File: src/rtl/mips_mem_pkg.sv
// Shared types and constants for the MIPS test core memory subsystem.
package mips_mem_pkg;

  localparam int WORD_W = 32;

  localparam logic PORT_I = 1'b0;
  localparam logic PORT_D = 1'b1;

  typedef enum logic [1:0] {
    IDLE,
    ISSUE,
    CAPTURE
  } state_t;

endpackage

File: src/rtl/mem_port_arbiter_if.sv
// Fetch port, load/store port and RAM-side signals of the shared memory arbiter.
interface mem_port_arbiter_if
  import mips_mem_pkg::*;
#(
  parameter int ADDR_BITS = 10
) ();

  logic                 i_req;
  logic [ADDR_BITS-1:0] i_addr;
  logic [WORD_W-1:0]    i_rdata;
  logic                 i_ack;

  logic                 d_req;
  logic                 d_we;
  logic [ADDR_BITS-1:0] d_addr;
  logic [WORD_W-1:0]    d_wdata;
  logic [WORD_W-1:0]    d_rdata;
  logic                 d_ack;

  logic                 mem_wr_en;
  logic [ADDR_BITS-1:0] mem_addr;
  logic [WORD_W-1:0]    mem_wdata;
  logic [WORD_W-1:0]    mem_rdata;
  logic                 mem_rd_ack;

  // Arbiter side.
  modport slave (
    input  i_req, i_addr,
    output i_rdata, i_ack,
    input  d_req, d_we, d_addr, d_wdata,
    output d_rdata, d_ack,
    output mem_wr_en, mem_addr, mem_wdata,
    input  mem_rdata, mem_rd_ack
  );

  // Core requesters and RAM side.
  modport master (
    output i_req, i_addr,
    input  i_rdata, i_ack,
    output d_req, d_we, d_addr, d_wdata,
    input  d_rdata, d_ack,
    input  mem_wr_en, mem_addr, mem_wdata,
    output mem_rdata, mem_rd_ack
  );

endinterface

File: src/rtl/mem_port_arbiter_pick.sv
// Combinational 2-way pick between the fetch and load/store ports.
module arb2_pick
  import mips_mem_pkg::*;
#(
  parameter bit DATA_PRIORITY = 1'b1
) (
  input  logic [1:0] eligible,
  input  logic       last_grant,
  output logic       grant_valid,
  output logic       grant_id
);

  always_comb begin
    grant_valid = |eligible;
    grant_id    = PORT_I;
    case (eligible)
      2'b01:   grant_id = PORT_I;
      2'b10:   grant_id = PORT_D;
      // Tie: fixed data priority, or alternate away from the previous winner.
      2'b11:   grant_id = DATA_PRIORITY ? PORT_D : ~last_grant;
      default: grant_id = PORT_I;
    endcase
  end

endmodule

File: src/rtl/mem_port_arbiter.sv
// Serialises fetch and load/store accesses onto one single-port synchronous RAM,
// returning registered read data with a one-cycle ack per requester.
module mem_port_arbiter
  import mips_mem_pkg::*;
#(
  parameter int ADDR_BITS     = 10,
  parameter bit DATA_PRIORITY = 1'b1
) (
  input logic               clk,
  input logic               rst,
  mem_port_arbiter_if.slave bus
);

  state_t               state_q, state_d;
  logic                 port_q, port_d;
  logic                 we_q, we_d;
  logic                 last_grant_q, last_grant_d;
  logic                 i_ack_q, i_ack_d;
  logic                 d_ack_q, d_ack_d;
  logic                 mem_wr_en_q, mem_wr_en_d;
  logic [ADDR_BITS-1:0] mem_addr_q, mem_addr_d;
  logic [WORD_W-1:0]    mem_wdata_q, mem_wdata_d;
  logic [WORD_W-1:0]    i_rdata_q, i_rdata_d;
  logic [WORD_W-1:0]    d_rdata_q, d_rdata_d;

  logic [1:0]           eligible;
  logic                 grant_valid;
  logic                 grant_id;

  // A port whose ack is still high has already been served for this request.
  assign eligible[PORT_I] = bus.i_req & ~i_ack_q;
  assign eligible[PORT_D] = bus.d_req & ~d_ack_q;

  arb2_pick #(
    .DATA_PRIORITY(DATA_PRIORITY)
  ) u_pick (
    .eligible   (eligible),
    .last_grant (last_grant_q),
    .grant_valid(grant_valid),
    .grant_id   (grant_id)
  );

  always_comb begin
    state_d      = state_q;
    port_d       = port_q;
    we_d         = we_q;
    last_grant_d = last_grant_q;
    mem_addr_d   = mem_addr_q;
    mem_wdata_d  = mem_wdata_q;
    i_rdata_d    = i_rdata_q;
    d_rdata_d    = d_rdata_q;
    i_ack_d      = 1'b0;
    d_ack_d      = 1'b0;
    mem_wr_en_d  = 1'b0;

    case (state_q)
      IDLE: begin
        if (grant_valid) begin
          port_d       = grant_id;
          last_grant_d = grant_id;
          state_d      = ISSUE;
          // The RAM-facing registers double as the request latch.
          if (grant_id == PORT_D) begin
            we_d        = bus.d_we;
            mem_addr_d  = bus.d_addr;
            mem_wdata_d = bus.d_wdata;
            mem_wr_en_d = bus.d_we;
          end else begin
            we_d        = 1'b0;
            mem_addr_d  = bus.i_addr;
          end
        end
      end
      ISSUE: begin
        state_d = CAPTURE;
      end
      CAPTURE: begin
        if (bus.mem_rd_ack) begin
          state_d = IDLE;
          if (port_q == PORT_D) begin
            d_ack_d = 1'b1;
            if (!we_q) d_rdata_d = bus.mem_rdata;
          end else begin
            i_ack_d   = 1'b1;
            i_rdata_d = bus.mem_rdata;
          end
        end
      end
      default: state_d = IDLE;
    endcase
  end

  always_ff @(posedge clk or posedge rst) begin
    if (rst) begin
      state_q      <= IDLE;
      port_q       <= PORT_I;
      we_q         <= 1'b0;
      last_grant_q <= PORT_D;
      i_ack_q      <= 1'b0;
      d_ack_q      <= 1'b0;
      mem_wr_en_q  <= 1'b0;
      mem_addr_q   <= '0;
      mem_wdata_q  <= '0;
      i_rdata_q    <= '0;
      d_rdata_q    <= '0;
    end else begin
      state_q      <= state_d;
      port_q       <= port_d;
      we_q         <= we_d;
      last_grant_q <= last_grant_d;
      i_ack_q      <= i_ack_d;
      d_ack_q      <= d_ack_d;
      mem_wr_en_q  <= mem_wr_en_d;
      mem_addr_q   <= mem_addr_d;
      mem_wdata_q  <= mem_wdata_d;
      i_rdata_q    <= i_rdata_d;
      d_rdata_q    <= d_rdata_d;
    end
  end

  assign bus.i_ack     = i_ack_q;
  assign bus.i_rdata   = i_rdata_q;
  assign bus.d_ack     = d_ack_q;
  assign bus.d_rdata   = d_rdata_q;
  assign bus.mem_wr_en = mem_wr_en_q;
  assign bus.mem_addr  = mem_addr_q;
  assign bus.mem_wdata = mem_wdata_q;

endmodule

File: src/flat_wrapper.sv
// flat-port wrapper written by rule: the top's interface ports become plain ports
module mem_port_arbiter_flat import mips_mem_pkg::*;
#(
  parameter int ADDR_BITS     = 10,
  parameter bit DATA_PRIORITY = 1'b1
)
  (clk, rst, bus_i_req, bus_i_addr, bus_i_rdata, bus_i_ack, bus_d_req, bus_d_we, bus_d_addr, bus_d_wdata, bus_d_rdata, bus_d_ack, bus_mem_wr_en, bus_mem_addr, bus_mem_wdata, bus_mem_rdata, bus_mem_rd_ack);
  mem_port_arbiter_if #(.ADDR_BITS(ADDR_BITS)) bus_i ();
  input logic clk;
  input logic rst;
  input wire logic [$bits(bus_i.i_req)-1:0] bus_i_req;
  input wire logic [$bits(bus_i.i_addr)-1:0] bus_i_addr;
  output wire logic [$bits(bus_i.i_rdata)-1:0] bus_i_rdata;
  output wire logic [$bits(bus_i.i_ack)-1:0] bus_i_ack;
  input wire logic [$bits(bus_i.d_req)-1:0] bus_d_req;
  input wire logic [$bits(bus_i.d_we)-1:0] bus_d_we;
  input wire logic [$bits(bus_i.d_addr)-1:0] bus_d_addr;
  input wire logic [$bits(bus_i.d_wdata)-1:0] bus_d_wdata;
  output wire logic [$bits(bus_i.d_rdata)-1:0] bus_d_rdata;
  output wire logic [$bits(bus_i.d_ack)-1:0] bus_d_ack;
  output wire logic [$bits(bus_i.mem_wr_en)-1:0] bus_mem_wr_en;
  output wire logic [$bits(bus_i.mem_addr)-1:0] bus_mem_addr;
  output wire logic [$bits(bus_i.mem_wdata)-1:0] bus_mem_wdata;
  input wire logic [$bits(bus_i.mem_rdata)-1:0] bus_mem_rdata;
  input wire logic [$bits(bus_i.mem_rd_ack)-1:0] bus_mem_rd_ack;
  assign bus_i.i_req = bus_i_req;
  assign bus_i.i_addr = bus_i_addr;
  assign bus_i_rdata = bus_i.i_rdata;
  assign bus_i_ack = bus_i.i_ack;
  assign bus_i.d_req = bus_d_req;
  assign bus_i.d_we = bus_d_we;
  assign bus_i.d_addr = bus_d_addr;
  assign bus_i.d_wdata = bus_d_wdata;
  assign bus_d_rdata = bus_i.d_rdata;
  assign bus_d_ack = bus_i.d_ack;
  assign bus_mem_wr_en = bus_i.mem_wr_en;
  assign bus_mem_addr = bus_i.mem_addr;
  assign bus_mem_wdata = bus_i.mem_wdata;
  assign bus_i.mem_rdata = bus_mem_rdata;
  assign bus_i.mem_rd_ack = bus_mem_rd_ack;
  mem_port_arbiter #(.ADDR_BITS(ADDR_BITS), .DATA_PRIORITY(DATA_PRIORITY)) u_core (.clk(clk), .rst(rst), .bus(bus_i));
endmodule
File: config.mk
export PLATFORM = sky130hd
export DESIGN_NAME = mem_port_arbiter_flat
export DESIGN_NICKNAME = d
export VERILOG_FILES = /design/src/rtl/mips_mem_pkg.sv /design/src/rtl/mem_port_arbiter_if.sv /design/src/rtl/mem_port_arbiter_pick.sv /design/src/rtl/mem_port_arbiter.sv /design/src/flat_wrapper.sv
export SDC_FILE = /design/constraint.sdc
export NUM_CORES = 1
export LEC_CHECK = 0
export CORE_UTILIZATION = 45
export DETAILED_ROUTE_END_ITERATION = 12
export PLACE_DENSITY = 0.92
export SETUP_SLACK_MARGIN = 0.3
export SLEW_MARGIN = 20
export SYNTH_ARGS = -nofsm -noshare
export SYNTH_HDL_FRONTEND = slang
export SYNTH_SLANG_ARGS = --single-unit
File: constraint.sdc
create_clock -name clk -period 9.8 [get_ports clk]
set_clock_uncertainty 0.15 [all_clocks]
set_input_delay 0.98 -clock clk [delete_from_list [all_inputs] [get_ports clk]]
set_output_delay 0.98 -clock clk [all_outputs]
set_load 0.02 [all_outputs]
======== Yosys cells after proc, flatten, opt, wreduce, memory -nomap -nowiden ========
Cells that the tools add are included.
W data, S select, Z words.
word-level totals
  register bits ........................... 113
  output and inout bits ................... 109
  input bits .............................. 90
operators by class
  muxes and demuxes ....................... 14
  reductions and logical operators ........ 8
  bitwise gates (word level) .............. 6
  equality and inequality tests ........... 6
operators with widths
  operator              count
  $mux W1               10
  $mux W10              1
  $eq A2 B2 Y1 const B  3
  $pmux W2 S3           1
  $reduce_and A3 Y1     2
  $mux W2               2
  $not A1 Y1            4
  $reduce_and A2 Y1     2
  $reduce_and A4 Y1     1
  $reduce_or A2 Y1      2
  $and A1 B1 Y1         2
  $eq A2 B1 Y1 const B  1
  $logic_not A2 Y1      1
  $ne A2 B1 Y1 const B  1
  $ne A2 B2 Y1 const B  1

======== Logic depth before layout (Yosys ltp) ========
Gate-level depths: netlist of run 1.
  depth in word-level cells ............... 8
  gate-level depth with buffers ........... 5

======== Modules after synthesis ========
A second synthesis of run 1 with hierarchy kept.
second synthesis, totals
  cell total of the unflattened synthesis .. 273
  area, all modules ....................... 4596.9 µm²
by module, submodules not included
  module            times used  sequential area each (µm²)  area each (µm²)  cells an instance
  mem_port_arbiter  1           2854.0                      4586.9           271
  arb2_pick         1           0.0                         10.0             2

======== Least setup slack after synthesis of run 1 ========
No wires, ideal clock.
  kind .................................... in2reg
  from .................................... in bus_d_req
  to ...................................... reg u_core.mem_addr_q[0], in the netlist u_core.bus.mem_addr[0]
  data required time ...................... 9525 ps
  library setup time ...................... 125 ps
  path slack .............................. 7488 ps
  cell stages on the path ................. 4
  arrival ................................. 2038 ps
  cell sequence ........................... nand2b_1 -> clkbuf_1 -> mux2_2 -> mux2_2
between the ends
  cells in the longest elaborated chain, start to end .. 5
  elaborated cells on any way between the ends .. 8
RTL lines
  what                               line                         RTL
  start, declared                    flat_wrapper.sv:15           input wire logic [$bits(bus_i.d_req)-1:0] bus_d_req;
  $and A1 B1 Y1 *                    mem_port_arbiter.sv:32       assign eligible[PORT_D] = bus.d_req & ~d_ack_q;
  $eq A2 B2 Y1                       mem_port_arbiter_pick.sv:16  case (eligible)
  $reduce_or A2 Y1 (no source line)  -
  $mux W1                            mem_port_arbiter_pick.sv:16
  $mux W10                           mem_port_arbiter.sv:63       if (grant_id == PORT_D) begin
  end signal, assigned               mem_port_arbiter.sv:114      mem_addr_q <= mem_addr_d;
  end, declared                      mem_port_arbiter.sv:21       logic [ADDR_BITS-1:0] mem_addr_q, mem_addr_d;
Mark *: on every way between the ends. The rest lies on a longest branch, timed or not.
A chain may end at the register's enable or synchronous reset.

======== Worst setup path after layout of run 1 ========
  from .................................... in bus_d_req
  to ...................................... reg u_core.mem_addr_q[9], in the netlist u_core.bus.mem_addr[9]
The elaborated chain is that of the path after synthesis.

==> impl_results.md, run 1 <==
- Hold Slack: roughly 350 ps
- Yosys reg bits: 113
- Die area: 10400 µm²
- Arrival time worst endpoint: about 3100 ps
- CTS Buffer Depth: 2
- Global-route wire length before repair: around 16 mm
- PD cells: 377 nW/µm²
- Clock Sinks: between 100 and 150
- Cell Count Post-Placement: between 500 and 600
- All-layer global routing usage: between 20% and 30%
- Max Cap Viol: 0
- Worst setup SP type: input port
- Switching part of the total: between 30% and 40%
- Initial Util: between 40% and 50%
- Fillers: 629
- Reg power frac: 30.7%
- CTS Root Cell: clkbuf_8
- # hold bufs at CTS: 0
- Global route overflow: 0
- P_sw: between 0.8 and 0.9 mW
- Critical path required time: 10030 ps
- Total Wirelength: 10.7 mm
- RSZ-0062 raised after global routing: false
- Via-to-Cell Ratio: about 4.8
- Post-Synthesis Cells: 257
- Pin count of the biggest net entering global routing: 76
- Vias in the first global route: approximately 3200
- Layout cells sized above 1: 32.1%
- Logic pwr share: about 44%
- CTS buffer count: 17
- I/O Pins: between 150 and 200
- Max Slew Vio Count: 0
- Clock share of power: 25.3%
- Row cnt: 36
- Synth Net Count: between 300 and 400
- Yosys warning total: 0
- Post-DP HPWL: approximately 7.6 mm
- Register area: between 2000 and 3000 µm²
- First drt pass iteration count: 5
- Antenna Nets Post-Route: 0
- Power Total: 2.72 mW
- Leak Pwr: between 3 and 4 nW
- Maximum clock rate: between 300 and 400 MHz
- Post-CTS Setup Repair Bufs: 0
- Fin crit share: ~29%
- DR iter-0 viols: 41
- Commonest non-fill, non-tap cell in the layout: clkdlybuf4s50_1
- DRC Markers: 0
- Slowest stage delay, CP: between 800 and 900 ps
- Core Box Area: ~10000 µm²
- Ant diodes: 0
- Layout area overhead: 60.7%
- Total number of vias: 2920
- H-tree depth: 4
- Most frequent cells in the layout: clkdlybuf4s50_1, dfrtp_1, mux2_2
- Worst path cell trace: clkdlybuf4s50_1 > nand2b_1 > a211oi_2 > mux2_2
- P_int: approximately 1.9 mW
- Slowest cell on crit path: a211oi_2
- Area after DPL: between 6000 and 7000 µm²
- Peak supply drop: between 0.15 and 0.2 mV
- Number of gates resized after cts: 0
- TritonCTS clock tree: done
- Yosys cell types: 19
- Clk Latency, worst-skew pair: about 500 ps
- Die width: 102 µm
- Status: completed
- Placer congestion estimate: between 0.6 and 0.7
- Hold Crit Class: register to register
- Clk pin slew, worst setup/hold paths: ~50 ps
- Worst slew pin tran: ~950 ps
- Final-stage net count: between 500 and 600
- Tmin final: around 2800 ps
- Final Hold Fails: 0
- Post-Synthesis Cell Area: roughly 4500 µm²
- Crit. End Element: register
- Area taken by multi-input logic gates: 1540 µm²
- Syn Area/Cell: between 15 and 20 µm²
- Max Fanout on Critical Path: 12
- Finished Layout Cells: 609
- DIE HEIGHT: around 100 µm
- Max-slew headroom: between 30% and 40%
- Wire per inst: around 18 µm
- Final setup vio count: 0
- Initial antenna violation count: 0
- Crit Path Category: input port to register
- Post-route cell area: roughly 7000 µm²
- Seq/Total Area, Yosys: approximately 63%
- IO buf count: ~200
- Setup TNS: 0 ps
## final cells by class
type / count / area share [%]
clock buffer: 23 / 6.48
clock inverter: 9 / 2.80
inverter: 2 / 0.139
multi-input combinational: 129 / 21.3
sequential: 113 / 39.2
tap: 133 / 2.31
timing repair buffer: 200 / 27.7
## power groups by stage
stage,Combinational (mW),Clock [mW],Sequential [mW]
after floorplan,0.374,0,1.10
after global placement,1.17,0,0.824
after detailed placement,1.20,0,0.841
after CTS,1.21,0.700,0.840
after global routing,1.26,0.723,0.865
final,1.20,0.688,0.836
## synth_stat cells (all sizes together)
| cell | number | area, µm² |
|---|---|---|
| a211oi | 1 | 7.51 |
| and2 | 2 | 15.0 |
| and4b | 1 | 10.0 |
| and4bb | 1 | 12.5 |
| buf | 12 | 121 |
| clkbuf | 1 | 3.75 |
| dfrtp | 113 | 2830 |
| inv | 2 | 7.51 |
| mux2 | 117 | 1430 |
| nand2b | 3 | 18.8 |
| nor2 | 1 | 3.75 |
| nor3 | 1 | 10.0 |
| o2bb2ai | 1 | 8.76 |
| o31ai | 1 | 7.51 |
## cell families after synthesis
family	Yosys count	share of synthesized area, %
AND/OR/NAND/NOR	9	1.56
buffers and inverters	15	2.96
flip-flops	113	63.1
multiplexers	117	31.9
AO/OA/AOI/OAI	3	0.530
## per-stage QoR
stage | setup slack [ps] | util, %
6_report | 6950 | 74.0
4_1_cts | 6960 | 74.0
5_1_grt | 6830 | 74.0
2_1_floorplan | 5680 | -
3_5_place_dp | 6430 | 67.2
3_3_place_gp | 6540 | 67.2
## state kept, by name, summed over array words and instances, names as in the netlist
register and count:
u_core.bus.mem_addr 10, u_core.bus.d_ack 1, u_core.port_q 1, u_core.bus.i_ack 1
u_core.bus.mem_wr_en 1, u_core.state_q 2, u_core.we_q 1, u_core.bus.d_rdata 32
u_core.bus.mem_wdata 32, u_core.bus.i_rdata 32
## path summary, 6_finish.rpt
| check | startpoint | to | slack [ps] | depth (start not counted) |
|---|---|---|---|---|
| min in group asynchronous | rst | u_core.bus.mem_wdata[21] | 710 | 2 |
| min reg2reg | u_core.bus.mem_wdata[10] | u_core.bus.mem_wdata[10] | 350 | 1 |
| max | bus_d_req | u_core.bus.mem_addr[9] | 6950 | 4 |
| max reg2reg | u_core.bus.d_ack | u_core.bus.mem_addr[9] | 7380 | 3 |
| min | u_core.bus.mem_wdata[10] | u_core.bus.mem_wdata[10] | 350 | 1 |
| max in group asynchronous | rst | u_core.bus.mem_addr[9] | 7480 | 3 |
## worst max-delay path: cells and delay by family
kind	cells	cell delay, ps
muxes	1	410
and+or+nand+nor	1	330
AOI/OAI and AO/OA	1	890
buffers and inverters	1	460
## per-layer routing
metal	GRT usage (%)	wire, µm	up-vias
met4	10.2	201	0
li1	-	-	1322
met1	22.8	3990	1458
met5	0	0	-
met2	38.6	5790	119
met3	7.87	735	21
No activity file was read; power rests on OpenSTA's default activity.
==> run 2: changes to the inputs <==
- CORE_UTILIZATION: 45 -> 38
- PLACE_DENSITY: 0.92 -> 0.84
- clock period: 9.8 -> 2.6 ns (I/O delays scaled with it)
==> run 2 against run 1 <==
Against the previous run:
- sequential share of layout area about the same
- sequential cell count unchanged
- register-to-register slack worse by 6700 ps
- die area up 18%
==> impl_results.md, run 2 (same netlist as run 1, synthesis figures left out) <==
- Post-route cell area: 7210 µm²
- Initial Util: about two fifths
- Total number of vias: about 3000
- Fin crit share: roughly three quarters
- Max-slew headroom: 59.5%
- Global-route wire length before repair: around 17 mm
- Worst setup SP type: register
- Initial antenna violation count: 0
- Max Cap Viol: 0
- Via-to-Cell Ratio: ~4.7
- Layout cells sized above 1: around a third
- Tmin final: roughly 2000 ps
- All-layer global routing usage: about 18%
- Final setup vio count: 0
- Maximum clock rate: between 500 and 600 MHz
- Core Box Area: 11500 µm²
- CTS Root Cell: clkbuf_16
- Post-DP HPWL: 7.48 mm
- DRC Markers: 0
- Vias in the first global route: about 3300
- Ant diodes: 0
- Final Hold Fails: 0
- Commonest non-fill, non-tap cell in the layout: clkdlybuf4s50_1
- Fillers: 893
- Fin util: between 60% and 70%
- DIE HEIGHT: 111 µm
- Die width: approximately 110 µm
- Placer congestion estimate: approximately 0.69
- Die area: between 10000 and 15000 µm²
- Status: completed
- Pin count of the biggest net entering global routing: 114
- Max Slew Vio Count: 0
- Area after DPL: between 6000 and 7000 µm²
- # hold bufs at CTS: 0
- TritonCTS clock tree: done
- First drt pass iteration count: 4
- Clk pin slew, worst setup/hold paths: roughly 50 ps
- Post-CTS Setup Repair Bufs: 0
- Antenna Nets Post-Route: 0
- R2R Path Start: u_core.state_q[0]
- I/O Pins: just under 200
- Crit. End Element: register
- CTS Buffer Depth: 2
- Total Wirelength: between 10 and 15 mm
- Peak supply drop: ~0.67 mV
- Reg2Reg Depth: 4
- Hold Crit Class: input port to asynchronous set/reset pin
- Global route overflow: 0
- Most frequent cells in the layout: clkdlybuf4s50_1, dfrtp_1, mux2_2
- IO buf count: approximately 200
- PD cells: 1380 nW/µm²
- Clock Sinks: 113
- Critical path required time: ~2700 ps
- Row cnt: 39
- Setup TNS: 0 ps
- Number of gates resized after cts: 0
- Crit Path Category: register to register
- Leak Pwr: a little over 3 nW
- CTS buffer count: 17
- RSZ-0062 raised after global routing: false
- H-tree depth: 4
- DR iter-0 viols: 75
- Clk Latency, worst-skew pair: 400 ps
- Wire per inst: approximately 17 µm
- RR Endpoint: u_core.bus.d_rdata[1]
- Worst slew pin tran: between 600 and 700 ps
- Arrival time worst endpoint: 2090 ps
- Layout area overhead: 60.8%
- Final-stage net count: roughly 560
- Flop-to-flop setup slack: around 640 ps
- Max Fanout on Critical Path: 11
==> run 2: area by class of cell <==
class / instances / area (µm²) / area share, %
multi-input combinational: 129 / 1540 / 21.3
sequential: 113 / 2830 / 39.2
inverter: 2 / 11.3 / 0.156
timing repair buffer: 205 / 2080 / 28.9
clock buffer: 21 / 460 / 6.39
clock inverter: 11 / 113 / 1.56
tap: 143 / 179 / 2.48
==> run 2: worst max path at each step <==
stage | from | endpoint | slack (ps) | depth (start not counted)
global placement | bus_mem_rd_ack | u_core.bus.d_rdata[29] | 480 | 5
floorplan | u_core.bus.d_ack | u_core.bus.mem_addr[8] | 760 | 4
detailed placement | bus_mem_rd_ack | u_core.bus.d_rdata[1] | 430 | 5
finish | u_core.state_q[0] | u_core.bus.d_rdata[1] | 640 | 4
global route | u_core.state_q[0] | u_core.bus.d_rdata[31] | 560 | 4
CTS | u_core.state_q[0] | u_core.bus.d_rdata[1] | 620 | 4
==> run 2: critical path, stage by stage, from the launching register on <==
cell	delay, ps
dfrtp_1	470
and4b_1	320
and2_4	290
buf_4	280
mux2_4	320
==> run 2: power breakdown <==
group / total, mW / internal [mW] / switching (mW)
sequential: 3.14 / 2.64 / 0.500
combinational: 4.56 / 2.57 / 1.99
clock: 2.23 / 1.45 / 0.784
total: 9.94 / 6.66 / 3.27
==> run 2: per-layer routing <==
| metal | global-route usage (%) | vias up | wire (µm) |
|---|---|---|---|
| met4 | 6.67 | 0 | 144 |
| met2 | 30.8 | 125 | 5440 |
| met1 | 21.2 | 1487 | 4270 |
| met3 | 6.92 | 15 | 743 |
| li1 | - | 1331 | - |
| met5 | 0 | - | 0 |
==> run 2: stage by stage <==
| stage | std cells | power [mW] | hold WS [ps] | worst slack [ps] |
|---|---|---|---|---|
| 2_1_floorplan | 257 | 5.55 | 234 | 763 |
| 3_3_place_gp | 592 | 7.60 | 337 | 484 |
| 3_5_place_dp | 592 | 7.76 | 344 | 429 |
| 4_1_cts | 624 | 10.1 | 262 | 623 |
| 5_1_grt | 624 | 10.4 | 294 | 561 |
| 6_report | 624 | 9.94 | 205 | 643 |
==> run 3: changes to the inputs <==
- CORE_UTILIZATION: 38 -> 42
- PLACE_DENSITY: 0.84 -> 0.87
- clock period: 2.6 -> 1.9 ns (I/O delays scaled with it)
==> run 3 against run 2 <==
Against the previous run:
- count of clock-buffer cells in the layout shrank 2
- critical path depth did not move
- design area is 6.3% higher
- non-clock buffer count is 20 higher
- critical endpoint is now u_core.bus.d_rdata[0]
- total power rose by 40%
==> impl_results.md, run 3 (same netlist as run 1, synthesis figures left out) <==
- Maximum clock rate: 601 MHz
- Row cnt: 37
- Fin crit share: 87.5%
- Global route overflow: 0
- Status: completed
- Hold Crit Class: input port to register
- Max-slew headroom: about 77%
- IO buf count: between 150 and 200
- First drt pass iteration count: 4
- Wire per inst: 18.8 µm
- Worst slew pin tran: roughly 340 ps
- Max Cap Viol: 0
- Core Box Area: approximately 10000 µm²
- Most frequent cells in the layout: dfrtp_1, clkdlybuf4s50_1, mux2_4
- Die width: ~110 µm
- Commonest non-fill, non-tap cell in the layout: dfrtp_1
- Global-route wire length before repair: about 17 mm
- Clk pin slew, worst setup/hold paths: ~50 ps
- Finished Layout Cells: around 640
- All-layer global routing usage: 20.4%
- Fillers: about 630
- Layout cells sized above 1: between 30 and 40%
- Placer congestion estimate: roughly 0.76
- CTS buffer count: 17
- Critical path required time: 2140 ps
- RSZ-0062 raised after global routing: true
- Ant diodes: 0
- Post-route cell area: about 7700 µm²
- PD cells: ~1800 nW/µm²
- CTS Root Cell: clkbuf_8
- Arrival time worst endpoint: 1900 ps
- Die area: 11100 µm²
- Initial antenna violation count: 0
- Worst setup SP type: register
- Max Fanout on Critical Path: 13
- DIE HEIGHT: ~110 µm
- TritonCTS clock tree: done
- Clk Latency, worst-skew pair: around 510 ps
- DR iter-0 viols: 79
- Register area: about 2800 µm²
- Layout area overhead: 71.0%
- Crit. End Element: register
- Post-DP HPWL: about 7.7 mm
- Area taken by multi-input logic gates: roughly 1800 µm²
- Cell Count Post-Placement: 590
- DRC Markers: 0
- Total Wirelength: roughly 12 mm
- Final setup vio count: 0
- Initial Util: between 40% and 50%
- Vias in the first global route: approximately 3200
- Max Slew Vio Count: 0
- I/O Pins: 199
- Leak Pwr: around 3.5 nW
- Pre-CTS setup slack: around 5.3 ps
- CTS Buffer Depth: 2
- Via-to-Cell Ratio: approximately 4.8
- Worst Slack Setup Final: between 200 and 250 ps
- Crit Path Category: register to register
- Setup TNS: 0 ps
- Tmin final: ~1700 ps
- Area after DPL: between 6000 and 7000 µm²
- H-tree depth: 4
- Final Hold Fails: 0
- Hold Slack: 131 ps
- Clock Sinks: about 110
- Total number of vias: around 3000
- Final-stage net count: 578
- Peak supply drop: 0.927 mV
- Antenna Nets Post-Route: 0
- Pin count of the biggest net entering global routing: 66
## run 3: where the power goes
group / total [mW] / switching (mW) / internal [mW]
sequential: 4.30 / 0.680 / 3.62
combinational: 6.46 / 2.97 / 3.50
clock: 3.19 / 1.05 / 2.14
total: 14.0 / 4.70 / 9.25
## run 3: path summary, 6_finish.rpt
check                                             from  cells after the start  slack, ps                       to
min in group asynchronous                          rst                      4        560  u_core.bus.mem_wdata[7]
max in group asynchronous                          rst                      4        730   u_core.bus.d_rdata[19]
worst min register to register  u_core.bus.mem_addr[7]                      1        350   u_core.bus.mem_addr[7]
worst max-delay path                 u_core.state_q[0]                      4        240    u_core.bus.d_rdata[0]
worst min-delay path                          bus_d_we                      2        130              u_core.we_q
worst max register to register       u_core.state_q[0]                      4        240    u_core.bus.d_rdata[0]
## run 3: final cells by class
class                   instances  area share, %
flip-flops and latches        113           36.9
repair buffers                225           30.0
multi-input cells             129           23.0
clock buffers                  19           5.63
well taps                     136           2.22
clock inverters                11           2.14
inverters                       2          0.147
## run 3: per-layer routing
metal  wire [µm]  global-route usage, %
met5           0                      0
met4         190                   6.84
met3         805                   7.79
met2        6120                   35.2
met1        4840                   23.1
## run 3: through the flow
step	total power, mW	util (%)
after floorplan	7.65	-
after global placement	10.5	65.0
after detailed placement	10.7	65.0
after CTS	13.2	70.0
after global routing	14.6	74.3
final	14.0	74.3
## run 3: what timing repair did
action                     4_1_cts  5_1_grt
pin swaps                        0        3
setup endpoints to repair      212      141
resized for setup              118      105
hold endpoints to repair        48        0
cloned                           0        7
setup buffers                    2        5
hold buffers                     1        0
## run 3: critical path: stages (launching register included)
cell     delay [ps]
dfrtp_1         410
and4b_1         280
and2_4          210
buf_12          170
mux2_4          320
